===== src/rtl/dram_dump_reader_if.sv =====
// Memory-port and output-stream signals of the data-RAM dump reader.
// The master modport is the reader side; the slave modport is the RAM/host side.
interface dram_dump_reader_if #(
    parameter int ADDR_W = 9,
    parameter int DATA_W = 16
);
    logic [ADDR_W-1:0] mem_addr;
    logic              mem_rden;
    logic [DATA_W-1:0] mem_q;
    logic [DATA_W-1:0] dout;
    logic              dout_valid;
    logic              dout_ready;

    modport master (
        output mem_addr, mem_rden, dout, dout_valid,
        input  mem_q, dout_ready
    );

    modport slave (
        input  mem_addr, mem_rden, dout, dout_valid,
        output mem_q, dout_ready
    );
endinterface


===== src/rtl/dram_dump_reader.sv =====
// Reads a block of data RAM after a program run and streams it out over valid/ready.
// Optional macro DUMP_CHECKSUM_EN appends a 16-bit modulo sum word after the data.
module dram_dump_reader #(
    parameter int ADDR_W     = 9,
    parameter int DATA_W     = 16,
    parameter int FIFO_DEPTH = 2
) (
    input  logic              clk,
    input  logic              rst_n,
    input  logic              start,
    input  logic [ADDR_W-1:0] base_addr,
    input  logic [ADDR_W:0]   word_count,
    output logic              busy,
    output logic              done,
    dram_dump_reader_if.master bus
);
    localparam int PTR_W = (FIFO_DEPTH > 1) ? $clog2(FIFO_DEPTH) : 1;
    localparam int CNT_W = PTR_W + 1;
    localparam logic [PTR_W-1:0] PTR_ONE = PTR_W'(1);

    typedef enum logic [2:0] {
        S_IDLE   = 3'd0,
        S_READ   = 3'd1,
        S_DRAIN  = 3'd2,
        S_CSUM   = 3'd3,
        S_FINISH = 3'd4
    } state_t;

    state_t              state_q, state_d;
    logic [ADDR_W:0]     count_q, count_d;
    logic [ADDR_W:0]     issued_q, issued_d;
    logic [ADDR_W-1:0]   addr_q, addr_d;
    logic                inflight_q, inflight_d;
    logic [DATA_W-1:0]   fifo_q [FIFO_DEPTH];
    logic [DATA_W-1:0]   fifo_d [FIFO_DEPTH];
    logic [PTR_W-1:0]    wr_ptr_q, wr_ptr_d;
    logic [PTR_W-1:0]    rd_ptr_q, rd_ptr_d;
    logic [CNT_W-1:0]    occ_q, occ_d;

    logic start_acc_s;
    logic fifo_valid_s;
    logic fifo_pop_s;
    logic credit_ok_s;
    logic issue_s;
    logic csum_valid_s;
    state_t empty_next_s;

    assign start_acc_s  = (state_q == S_IDLE) && start;
    assign fifo_valid_s = (occ_q != CNT_W'(0));
    assign fifo_pop_s   = fifo_valid_s && bus.dout_ready;

    // A word popped this cycle frees its slot, so it is not counted against the new issue.
    assign credit_ok_s = (({1'b0, occ_q} - (CNT_W+1)'(fifo_pop_s) + (CNT_W+1)'(inflight_q))
                          < (CNT_W+1)'(FIFO_DEPTH));

`ifdef DUMP_CHECKSUM_EN
    logic [DATA_W-1:0] sum_q, sum_d;
    assign empty_next_s = S_CSUM;
    assign bus.dout     = csum_valid_s ? sum_q : fifo_q[rd_ptr_q];
`else
    assign empty_next_s = S_FINISH;
    assign bus.dout     = fifo_q[rd_ptr_q];
`endif

    assign bus.mem_rden   = issue_s;
    assign bus.mem_addr   = addr_q;
    assign bus.dout_valid = fifo_valid_s | csum_valid_s;

    // FSM state register
    always_ff @(posedge clk or negedge rst_n) begin
        if (!rst_n) begin
            state_q <= S_IDLE;
        end else begin
            state_q <= state_d;
        end
    end

    // FSM next-state logic
    always_comb begin
        state_d = state_q;
        case (state_q)
            S_IDLE: begin
                if (start) begin
                    state_d = (word_count == (ADDR_W+1)'(0)) ? empty_next_s : S_READ;
                end else begin
                    state_d = S_IDLE;
                end
            end
            S_READ: begin
                state_d = (issued_q == count_q) ? S_DRAIN : S_READ;
            end
            S_DRAIN: begin
                state_d = (!fifo_valid_s && !inflight_q) ? empty_next_s : S_DRAIN;
            end
            S_CSUM: begin
                state_d = bus.dout_ready ? S_FINISH : S_CSUM;
            end
            S_FINISH: state_d = S_IDLE;
            default:  state_d = S_IDLE;
        endcase
    end

    // FSM output decode
    always_comb begin
        busy         = 1'b0;
        done         = 1'b0;
        issue_s      = 1'b0;
        csum_valid_s = 1'b0;
        case (state_q)
            S_IDLE:   busy = 1'b0;
            S_READ: begin
                busy    = 1'b1;
                issue_s = (issued_q < count_q) && credit_ok_s;
            end
            S_DRAIN:  busy = 1'b1;
            S_CSUM: begin
                busy         = 1'b1;
                csum_valid_s = 1'b1;
            end
            S_FINISH: begin
                busy = 1'b1;
                done = 1'b1;
            end
            default:  busy = 1'b0;
        endcase
    end

    // Datapath next values: issue counters, one-cycle read pipeline, output FIFO
    always_comb begin
        count_d    = count_q;
        issued_d   = issued_q;
        addr_d     = addr_q;
        inflight_d = issue_s;
        fifo_d     = fifo_q;
        wr_ptr_d   = wr_ptr_q;
        rd_ptr_d   = rd_ptr_q;
        if (start_acc_s) begin
            count_d  = word_count;
            issued_d = (ADDR_W+1)'(0);
            addr_d   = base_addr;
        end else if (issue_s) begin
            issued_d = issued_q + (ADDR_W+1)'(1);
            addr_d   = addr_q + ADDR_W'(1);
        end else begin
            issued_d = issued_q;
        end
        if (inflight_q) begin
            fifo_d[wr_ptr_q] = bus.mem_q;
            wr_ptr_d         = wr_ptr_q + PTR_ONE;
        end else begin
            wr_ptr_d = wr_ptr_q;
        end
        if (fifo_pop_s) begin
            rd_ptr_d = rd_ptr_q + PTR_ONE;
        end else begin
            rd_ptr_d = rd_ptr_q;
        end
        occ_d = occ_q + CNT_W'(inflight_q) - CNT_W'(fifo_pop_s);
    end

    // Datapath registers
    always_ff @(posedge clk or negedge rst_n) begin
        if (!rst_n) begin
            count_q    <= '0;
            issued_q   <= '0;
            addr_q     <= '0;
            inflight_q <= 1'b0;
            fifo_q     <= '{default: '0};
            wr_ptr_q   <= '0;
            rd_ptr_q   <= '0;
            occ_q      <= '0;
        end else begin
            count_q    <= count_d;
            issued_q   <= issued_d;
            addr_q     <= addr_d;
            inflight_q <= inflight_d;
            fifo_q     <= fifo_d;
            wr_ptr_q   <= wr_ptr_d;
            rd_ptr_q   <= rd_ptr_d;
            occ_q      <= occ_d;
        end
    end

`ifdef DUMP_CHECKSUM_EN
    // Running sum of every captured data word
    always_comb begin
        if (start_acc_s) begin
            sum_d = DATA_W'(0);
        end else if (inflight_q) begin
            sum_d = sum_q + bus.mem_q;
        end else begin
            sum_d = sum_q;
        end
    end

    // Checksum register
    always_ff @(posedge clk or negedge rst_n) begin
        if (!rst_n) begin
            sum_q <= '0;
        end else begin
            sum_q <= sum_d;
        end
    end
`endif

endmodule


===== src/flat_wrapper.sv =====
// flat-port wrapper written by rule: the top's interface ports become plain ports
module dram_dump_reader_flat 
#(
    parameter int ADDR_W     = 9,
    parameter int DATA_W     = 16,
    parameter int FIFO_DEPTH = 2
)
  (clk, rst_n, start, base_addr, word_count, busy, done, bus_mem_addr, bus_mem_rden, bus_dout, bus_dout_valid, bus_mem_q, bus_dout_ready);
  dram_dump_reader_if #(.ADDR_W(ADDR_W), .DATA_W(DATA_W)) bus_i ();
  input  logic clk;
  input  logic rst_n;
  input  logic start;
  input  logic [ADDR_W-1:0] base_addr;
  input  logic [ADDR_W:0] word_count;
  output logic busy;
  output logic done;
  output wire logic [$bits(bus_i.mem_addr)-1:0] bus_mem_addr;
  output wire logic [$bits(bus_i.mem_rden)-1:0] bus_mem_rden;
  output wire logic [$bits(bus_i.dout)-1:0] bus_dout;
  output wire logic [$bits(bus_i.dout_valid)-1:0] bus_dout_valid;
  input wire logic [$bits(bus_i.mem_q)-1:0] bus_mem_q;
  input wire logic [$bits(bus_i.dout_ready)-1:0] bus_dout_ready;
  assign bus_mem_addr = bus_i.mem_addr;
  assign bus_mem_rden = bus_i.mem_rden;
  assign bus_dout = bus_i.dout;
  assign bus_dout_valid = bus_i.dout_valid;
  assign bus_i.mem_q = bus_mem_q;
  assign bus_i.dout_ready = bus_dout_ready;
  dram_dump_reader #(.ADDR_W(ADDR_W), .DATA_W(DATA_W), .FIFO_DEPTH(FIFO_DEPTH)) u_core (.clk(clk), .rst_n(rst_n), .start(start), .base_addr(base_addr), .word_count(word_count), .busy(busy), .done(done), .bus(bus_i));
endmodule

===== config.mk =====
export PLATFORM = sky130hd
export DESIGN_NAME = dram_dump_reader_flat
export DESIGN_NICKNAME = d
export VERILOG_FILES = /design/src/rtl/dram_dump_reader_if.sv /design/src/rtl/dram_dump_reader.sv /design/src/flat_wrapper.sv
export SDC_FILE = /design/constraint.sdc
export NUM_CORES = 1
export LEC_CHECK = 0
export CORE_ASPECT_RATIO = 1.5
export CORE_MARGIN = 4
export CORE_UTILIZATION = 50
export CTS_CLUSTER_SIZE = 30
export DETAILED_ROUTE_END_ITERATION = 10
export PLACE_DENSITY = 0.77
export SETUP_SLACK_MARGIN = 0.1
export SYNTH_ARGS = -nofsm -noshare
export SYNTH_HDL_FRONTEND = slang
export SYNTH_SLANG_ARGS = --single-unit

===== constraint.sdc =====
create_clock -name clk -period 5.6 [get_ports clk]
set_input_delay 1.68 -clock clk [delete_from_list [all_inputs] [get_ports clk]]
set_output_delay 1.68 -clock clk [all_outputs]
set_load 0.05 [all_outputs]

==> metrics.cfg, run 1 <==
[sta]
setup_ws_ns = 0.300
min_period_ns = 5.30
whs_ns = 0.503
setup_viol = 0
tns_ns = 0
rsz0062_at_grt = false
finalHoldViolations = 0
period_share = 0.946
tightest_slew_ns = 1.09
fmax_mhz = 189
fin_skew_ns = 0.0110
slew_viol_final = 0
maxSlewHeadroom = 0.273

[route]
drtPass1Iterations = 4
drc_errors = 0
wl_per_cell_um = 16.3
vias_per_cell = 5.76
ant_nets = 0
finalWirelength_um = 7880
num_vias = 2774
initialDrtViolationCount = 113

[yosys]
synth-async-reset-ratio = 1.00
yosysTopAreaCell = dfrtp_1
yosysSeqAreaShare = 0.484
ys_warn_count = 0
ys_types = 50
ys_ff_latch = 69
syn_avg_cell_area_sq_um = 11.1
synth-edff-count = 0
ys.flop_type = dfrtp_1
syn_area_sq_um = 3570
ys_top_cells_by_count = dfrtp_1 (69), mux2_2 (48), nand2_1 (27)
ys_top_cells_by_area = dfrtp_1 (48%), mux2_2 (15%), ha_1 (4.9%), a211oi_1 (2.9%), nand2_1 (2.8%)
netlist.area_leader.share = 0.484
synthesis.nets = 375
syn_inst = 321
synth_most_common_cell = dfrtp_1

[floorplan]
start_util = 0.518
die_y_um = 111
core.rowCount = 37
pin_count = 68
core_area_sq_um = 6900
die_w_um = 77.0
dieArea_sq_um = 8580

[layout]
n_fill_cell = 588
final_area_sq_um = 4610
drive_above_1_share = 0.248
multi_input_area_sq_um = 1730
insertedDiodeCount = 0
areaGrowthSynthToFinish_pct = 29.1
seq_area_sq_um = 1730
fin_util = 0.668
final_cells = 482
fin_nets = 453

[power]
p_leak_nw = 1.98
vdd_drop_max_mv = 0.372
pwr-share-comb = 0.578
p_clk_frac = 0.132
p_int_mw = 1.73
p_sw_frac = 0.448
p_sw_mw = 1.40
p_seq_frac = 0.290
power_density_nw_per_um2 = 681
p_total_mw = 3.14

[clocking]
clk_pin_slew_worst_paths_ns = 0.07
clock_sinks = 69
htree_levels = 3
hold_buffers = 0
cts_buffers = 9
clockRootBuffer = clkbuf_8
clock_path_buffers = 2
cts_tree = done
clock_latency_ns = 0.34

[grt]
grt_pass1_wl_um = 13500
antenna_found_initial = 0
grt_usage = 0.197
grt_max_degree = 55
grt_pass1_vias = 2874
grt_overflow = 0

[placement]
pre_cts_slack_ns = -0.100
portBuffers = 67
dpl.cell_count = 461
place_hpwl_um = 5540
dpl_cell_area_sq_um = 4350
gp_congestion = 0.807

[worst_setup_path]
critPathRequiredTime_ns = 3.92
worst-path-max-fanout = 2
cp_cell_sequence = clkbuf_2 -> o21a_1 -> ha_1 -> inv_1 -> ha_2 -> fa_1 -> nor3_2 -> and3_4 -> o221a_4 -> nand2_2 -> inv_2 -> buf_12
slowest_delay_ns = 0.47
end_kind = output pin
critPathTopFamily = adder cells
path_class = in2out
critPathArrivalTime_ns = 3.62
worst-path-buf-inv = 4
critical_path.startpoint_type = input pin
slowest_stage = fa_1

[status]
status = finished, final reports clean

[job]
maxCapViolations = 0

[hold_path]
hold_path.class = reg2reg

power groups by stage:
stage	combinational [mW]	clock [mW]	sequential [mW]
2_1_floorplan	1.17	0	0.951
3_3_place_gp	1.74	0	0.902
3_5_place_dp	1.78	0	0.915
4_1_cts	1.82	0.429	0.909
5_1_grt	1.95	0.452	0.945
6_report	1.81	0.415	0.909
registers in the layout, summed over array words and instances (netlist names):
name / flops
u_core.bus.mem_addr: 9
u_core.count_q: 10
u_core.fifo_q: 32
u_core.inflight_q: 1
u_core.issued_q: 10
u_core.occ_q: 2
u_core.rd_ptr_q: 1
u_core.state_q: 3
u_core.wr_ptr_q: 1
worst register-to-register path, delay by kind of cell, from the launching register on:
| family | cells | cell delay (ns) |
|---|---|---|
| buffers and inverters | 2 | 0.15 |
| adders and majority gates | 3 | 0.90 |
| AOI/OAI and AO/OA | 3 | 0.57 |
| DFF | 1 | 0.43 |
| and+or+nand+nor | 3 | 0.89 |
worst paths after layout:
| kind | start | end | slack (ns) | depth (start not counted) |
|---|---|---|---|---|
| max in group asynchronous | rst_n | u_core.count_q[5] | 3.35 | 2 |
| min in group asynchronous | rst_n | u_core.state_q[0] | 1.25 | 1 |
| min | u_core.fifo_q[3] | u_core.fifo_q[3] | 0.50 | 1 |
| max | bus_dout_ready | bus_mem_rden | 0.30 | 12 |
| min reg2reg | u_core.fifo_q[3] | u_core.fifo_q[3] | 0.50 | 1 |
| max reg2reg | u_core.occ_q[1] | u_core.issued_q[6] | 2.59 | 11 |
repair_timing:
item / in CTS / in global routing
setup endpoints to repair: 1 / 1
buffers inserted: 3 / 2
pin swaps: 4 / 3
resized for setup: 4 / 1
layer usage:
metal  wire length, um  share of wire  vias to the layer above  global-route usage
met5                 0              0                        -                   0
met4               233          0.030                        0               0.103
met3               332          0.042                       17              0.0405
met2              4150           0.53                       67               0.343
met1              3160           0.40                     1366               0.225
li1                  -              -                     1324                   -
logic make-up after synthesis:
| kind of cell | synth area share |
|---|---|
| simple gates | 0.138 |
| compound gates | 0.123 |
| fa+ha+maj | 0.0547 |
| flops | 0.484 |
| xor+xnor | 0.00982 |
| mux | 0.154 |
| buf+inv | 0.0361 |
layout by cell type (no fill, tap or decap), drive strengths merged, types with 3 or more instances in the layout:
master          n
a211oi         14
a21oi           7
a31o            3
and3            4
buf            16
clkbuf         11
clkdlybuf4s50  64
clkinv          4
dfrtp          69
ha             14
inv            17
mux2           48
nand2          28
nand2b          5
nand3          10
nand4           4
nor2           16
nor2b           3
o211ai          3
o21ai          14
o311ai          4
o31ai           6
or2             6
or4             4
xor2            3
area by class of cell:
type,instances,area share
Sequential cell,69,0.375
Inverter,17,0.0138
Clock inverter,6,0.0157
Multi-Input combinational cell,221,0.376
Tap cell,78,0.0212
Clock buffer,10,0.0299
Timing Repair Buffer,81,0.168
(Power assumes the default switching activity.)
==> run 2, diff against run 1 <==
--- a/config.mk
+++ b/config.mk
@@ -5,7 +5,6 @@
 export SDC_FILE = /design/constraint.sdc
 export NUM_CORES = 1
 export LEC_CHECK = 0
-export CORE_ASPECT_RATIO = 1.5
 export CORE_MARGIN = 4
 export CORE_UTILIZATION = 50
 export CTS_CLUSTER_SIZE = 30
==> run 2 against run 1 <==
Net effect:
- clock skew increased by 0.0031 ns
- global-route usage rose by 0.16 points
- register-to-register slack lost 0.13 ns
- non-clock buffer count is 1 lower
- clock-buffer cell count shrank 1
- largest cell class unchanged
- critical path type unchanged
- final cell count is 3.5% higher
- combinational power barely moved
- final area increased by 0.62%
- largest power group unchanged
==> metrics.cfg, run 2 (synthesis results as in run 1) <==
[status]
status = finished, final reports clean

[layout]
mostFrequentLayoutCells = dfrtp_1 (69), clkdlybuf4s50_1 (64), mux2_2 (48)
insertedDiodeCount = 0
drive_above_1_share = 0.246
final_cells = 499
multi_input_area_sq_um = 1730
largest_register = u_core.fifo_q
n_fill_cell = 559
reg.largest.list = u_core.fifo_q (32), u_core.count_q (10), u_core.issued_q (10)
fin_nets = 452
areaGrowthSynthToFinish_pct = 29.9
seq_area_sq_um = 1730
fin_util = 0.675
final_common_cell = dfrtp_1
largest_reg_flops = 32

[worst_setup_path]
cp.depth = 12
r2r-start = u_core.occ_q[1]
critPathRequiredTime_ns = 3.92
slowest_delay_ns = 0.47
cp_cell_sequence = buf_2 -> o21a_1 -> ha_1 -> inv_1 -> ha_2 -> fa_1 -> nor3_2 -> and3_4 -> o221a_4 -> nand2_2 -> inv_2 -> buf_12
reg2regPathDepth = 12
critPathArrivalTime_ns = 3.65
critical_path.startpoint_type = input pin
crit_end = bus_mem_rden
path_class = in2out
end_kind = output pin
worst-path-max-fanout = 2
slowest_stage = fa_1
critPathLaunch = bus_dout_ready
r2r_slack_ns = 2.46
worst-path-buf-inv = 4
r2r-end = u_core.issued_q[6]
critPathTopFamily = adder cells

[placement]
place_hpwl_um = 5460
dpl.cell_count = 479
gp_congestion = 0.769
pre_cts_slack_ns = -0.138
portBuffers = 67

[route]
drc_errors = 0
num_vias = 2767
drtPass1Iterations = 4
wl_per_cell_um = 15.9
ant_nets = 0
initialDrtViolationCount = 99
finalWirelength_um = 7960
vias_per_cell = 5.55

[grt]
grt_pass1_vias = 2849
grt_overflow = 0
grt_usage = 0.198
grt_pass1_wl_um = 13700
antenna_found_initial = 0
grt_max_degree = 38

[clocking]
clk_pin_slew_worst_paths_ns = 0.07
clockRootBuffer = clkbuf_8
clock_latency_ns = 0.35
htree_levels = 3
cts_buffers = 9
hold_buffers = 0
cts_tree = done
clock_path_buffers = 2
clock_sinks = 69

[sta]
fin_skew_ns = 0.0141
slew_viol_final = 0
setup_ws_ns = 0.270
tns_ns = 0
setup_viol = 0
tightest_slew_ns = 1.19
fmax_mhz = 188
min_period_ns = 5.33
rsz0062_at_grt = false
maxSlewHeadroom = 0.202
finalHoldViolations = 0
period_share = 0.952

[power]
p_total_mw = 3.17
vdd_drop_max_mv = 0.325
p_leak_nw = 1.97
power_density_nw_per_um2 = 684

[job]
maxCapViolations = 0

[floorplan]
dieArea_sq_um = 8560
die_w_um = 92.5
start_util = 0.520
core.rowCount = 30
die_y_um = 92.5
pin_count = 68
core_area_sq_um = 6870

[hold_path]
hold-path-cell-count = 1
hold_path.class = reg2reg

[run 2: cell count changes in the layout (fill, tap and decap cells not counted), sizes merged]
cell / change
bufinv: +1
clkbuf: -2
clkinv: -2
clkinvlp: +2
[run 2: cell type report]
class / instances / area share
multi-input cells: 221 / 0.374
flip-flops and latches: 69 / 0.372
repair buffers: 80 / 0.166
clock buffers: 9 / 0.0267
well taps: 96 / 0.0259
clock inverters: 7 / 0.0216
inverters: 17 / 0.0138
[run 2: where the power goes]
| group | internal, mW | switching (mW) | leakage [nW] |
|---|---|---|---|
| sequential | 0.725 | 0.184 | 0.832 |
| combinational | 0.786 | 1.02 | 1.04 |
| clock | 0.252 | 0.203 | 0.102 |
| total | 1.76 | 1.41 | 1.97 |
[run 2: through the flow]
| stage | area (sq um) | hold slack, ns |
|---|---|---|
| global route | 4640 | 0.526 |
| finish | 4640 | 0.493 |
| floorplan | 3570 | 0.450 |
| detailed placement | 4380 | 0.474 |
| global placement | 4380 | 0.472 |
| CTS | 4640 | 0.493 |
[run 2: timing repair]
item | in CTS | in global routing
gates cloned | 0 | 0
setup endpoints to repair | 1 | 1
gates resized for setup | 5 | 1
pin swaps | 3 | 4
buffers inserted | 3 | 1
[run 2: per-layer routing]
metal,up-vias,track usage,part of all wire
li1,1323,-,-
met1,1357,0.263,0.43
met2,72,0.327,0.50
met3,15,0.0349,0.052
met4,0,0.0693,0.017
met5,-,0,0
[run 2: how the worst min path moves through the flow]
| stage | startpoint | end | slack, ns |
|---|---|---|---|
| after floorplan | u_core.count_q[0] | u_core.count_q[0] | 0.45 |
| final | u_core.wr_ptr_q | u_core.wr_ptr_q | 0.49 |
| after global placement | u_core.count_q[0] | u_core.count_q[0] | 0.47 |
| after global routing | u_core.fifo_q[7] | u_core.fifo_q[7] | 0.53 |
| after detailed placement | u_core.count_q[0] | u_core.count_q[0] | 0.47 |
| after CTS | u_core.count_q[0] | u_core.count_q[0] | 0.49 |
==> run 3, diff against run 2 <==
--- a/config.mk
+++ b/config.mk
@@ -9,8 +9,10 @@
 export CORE_UTILIZATION = 50
 export CTS_CLUSTER_SIZE = 30
 export DETAILED_ROUTE_END_ITERATION = 10
+export MAX_ROUTING_LAYER = met4
 export PLACE_DENSITY = 0.77
 export SETUP_SLACK_MARGIN = 0.1
+export SLEW_MARGIN = 30
 export SYNTH_ARGS = -nofsm -noshare
 export SYNTH_HDL_FRONTEND = slang
 export SYNTH_SLANG_ARGS = --single-unit
==> run 3 against run 2 <==
Net effect:
- critical path depth stayed put
- sequential power hardly changed
- wire length is 0.74% lower
- via count is 0.90% lower
- final cell count stayed put
- first-iteration DRC count is 15% higher
- combinational power hardly changed
- hold slack hardly changed
- clock skew is 0.0029 ns lower
- final area hardly changed
- sequential share of layout area hardly changed
- fmax is 0.11% higher
- critical path type unchanged
- largest power group unchanged
- highest routed layer unchanged
==> metrics.cfg, run 3 (synthesis results as in run 1) <==
[route]
vias_per_cell = 5.49
drtPass1Iterations = 4
finalWirelength_um = 7900
drc_errors = 0
num_vias = 2742
ant_nets = 0
wl_per_cell_um = 15.8
initialDrtViolationCount = 114

[sta]
finalHoldViolations = 0
fin_skew_ns = 0.0113
whs_ns = 0.492
slew_viol_final = 0
setup_viol = 0
tightest_slew_ns = 0.841
tns_ns = 0
maxSlewHeadroom = 0.437
period_share = 0.951
fmax_mhz = 188
min_period_ns = 5.32
setup_ws_ns = 0.276
rsz0062_at_grt = false

[clocking]
clock_latency_ns = 0.34
clk_pin_slew_worst_paths_ns = 0.07
clock_sinks = 69
clock_path_buffers = 2
htree_levels = 3
cts_tree = done
hold_buffers = 0
cts_buffers = 9
clockRootBuffer = clkbuf_8

[power]
p_leak_nw = 1.97
p_total_mw = 3.17
vdd_drop_max_mv = 0.368
p_seq_frac = 0.287
p_sw_mw = 1.41
pwr-share-comb = 0.570
p_int_mw = 1.76
power_density_nw_per_um2 = 684
p_clk_frac = 0.142
p_sw_frac = 0.445

[placement]
dpl_cell_area_sq_um = 4380
dpl.cell_count = 479
place_hpwl_um = 5440
pre_cts_slack_ns = -0.135
portBuffers = 67
gp_congestion = 0.779

[worst_setup_path]
cp_cell_sequence = buf_2 -> o21a_1 -> ha_1 -> inv_1 -> ha_2 -> fa_1 -> nor3_2 -> and3_4 -> o221a_4 -> nand2_2 -> inv_2 -> buf_12
path_class = in2out
critical_path.startpoint_type = input pin
worst-path-buf-inv = 4
critPathLaunch = bus_dout_ready
r2r-start = u_core.occ_q[1]
critPathTopFamily = adder cells
critPathRequiredTime_ns = 3.92
end_kind = output pin
worst-path-max-fanout = 2
slowest_stage = fa_1
critPathArrivalTime_ns = 3.64
r2r_slack_ns = 2.44
slowest_delay_ns = 0.47

[floorplan]
core.rowCount = 30
die_y_um = 92.5
start_util = 0.520
dieArea_sq_um = 8560
pin_count = 68
die_w_um = 92.5
core_area_sq_um = 6870

[grt]
grt_pass1_vias = 2854
grt_overflow = 0
grt_usage = 0.202
antenna_found_initial = 0
grt_pass1_wl_um = 13600
grt_max_degree = 38

[layout]
drive_above_1_share = 0.248
final_common_cell = dfrtp_1
largest_reg_flops = 32
seq_area_sq_um = 1730
mostFrequentLayoutCells = dfrtp_1 (69), clkdlybuf4s50_1 (64), mux2_2 (48)
insertedDiodeCount = 0
reg.largest.list = u_core.fifo_q (32), u_core.count_q (10), u_core.issued_q (10)
largest_register = u_core.fifo_q
final_cells = 499
multi_input_area_sq_um = 1740
fin_nets = 452
final_area_sq_um = 4640
n_fill_cell = 548
areaGrowthSynthToFinish_pct = 30.0
fin_util = 0.675

[job]
maxCapViolations = 0

[status]
status = finished, final reports clean

[hold_path]
hold_path.class = reg2reg
min-delay-start = u_core.wr_ptr_q

[run 3: cell counts in the layout (fill, tap and decap cells not counted)]
Identical to the previous run, type by type.
[run 3: layout make-up]
cell class | count | area share
clock buffer | 9 | 0.0267
clock inverter | 7 | 0.0216
inverter | 17 | 0.0138
multi-input combinational | 221 | 0.374
sequential | 69 | 0.372
tap | 96 | 0.0259
timing repair buffer | 80 | 0.166
[run 3: power by group through the flow]
stage / combinational [mW] / sequential (mW) / clock (mW)
4_1_cts: 1.82 / 0.910 / 0.462
5_1_grt: 1.95 / 0.945 / 0.484
3_3_place_gp: 1.74 / 0.903 / 0
2_1_floorplan: 1.17 / 0.951 / 0
3_5_place_dp: 1.77 / 0.917 / 0
6_report: 1.81 / 0.912 / 0.452
[run 3: repair_timing]
action	in CTS	in global routing
pin swaps	3	4
endpoints found under the hold margin	0	0
resized for setup	5	1
buffers inserted	3	1
setup endpoints to repair	1	1
[run 3: worst paths after layout]
check	to	cells after the start
worst max-delay path	bus_mem_rden	12
worst min-delay path	u_core.wr_ptr_q	1
worst max register to register	u_core.issued_q[6]	12
worst min register to register	u_core.wr_ptr_q	1
max in group asynchronous	u_core.bus.mem_addr[6]	2
min in group asynchronous	u_core.fifo_q[19]	1
[run 3: metal layers]
| layer | track usage | share of wire | vias to the layer above |
|---|---|---|---|
| met1 | 0.261 | 0.45 | 1343 |
| li1 | - | - | 1320 |
| met4 | 0.0718 | 0.011 | 0 |
| met5 | - | 0 | - |
| met3 | 0.0333 | 0.046 | 9 |
| met2 | 0.324 | 0.49 | 70 |
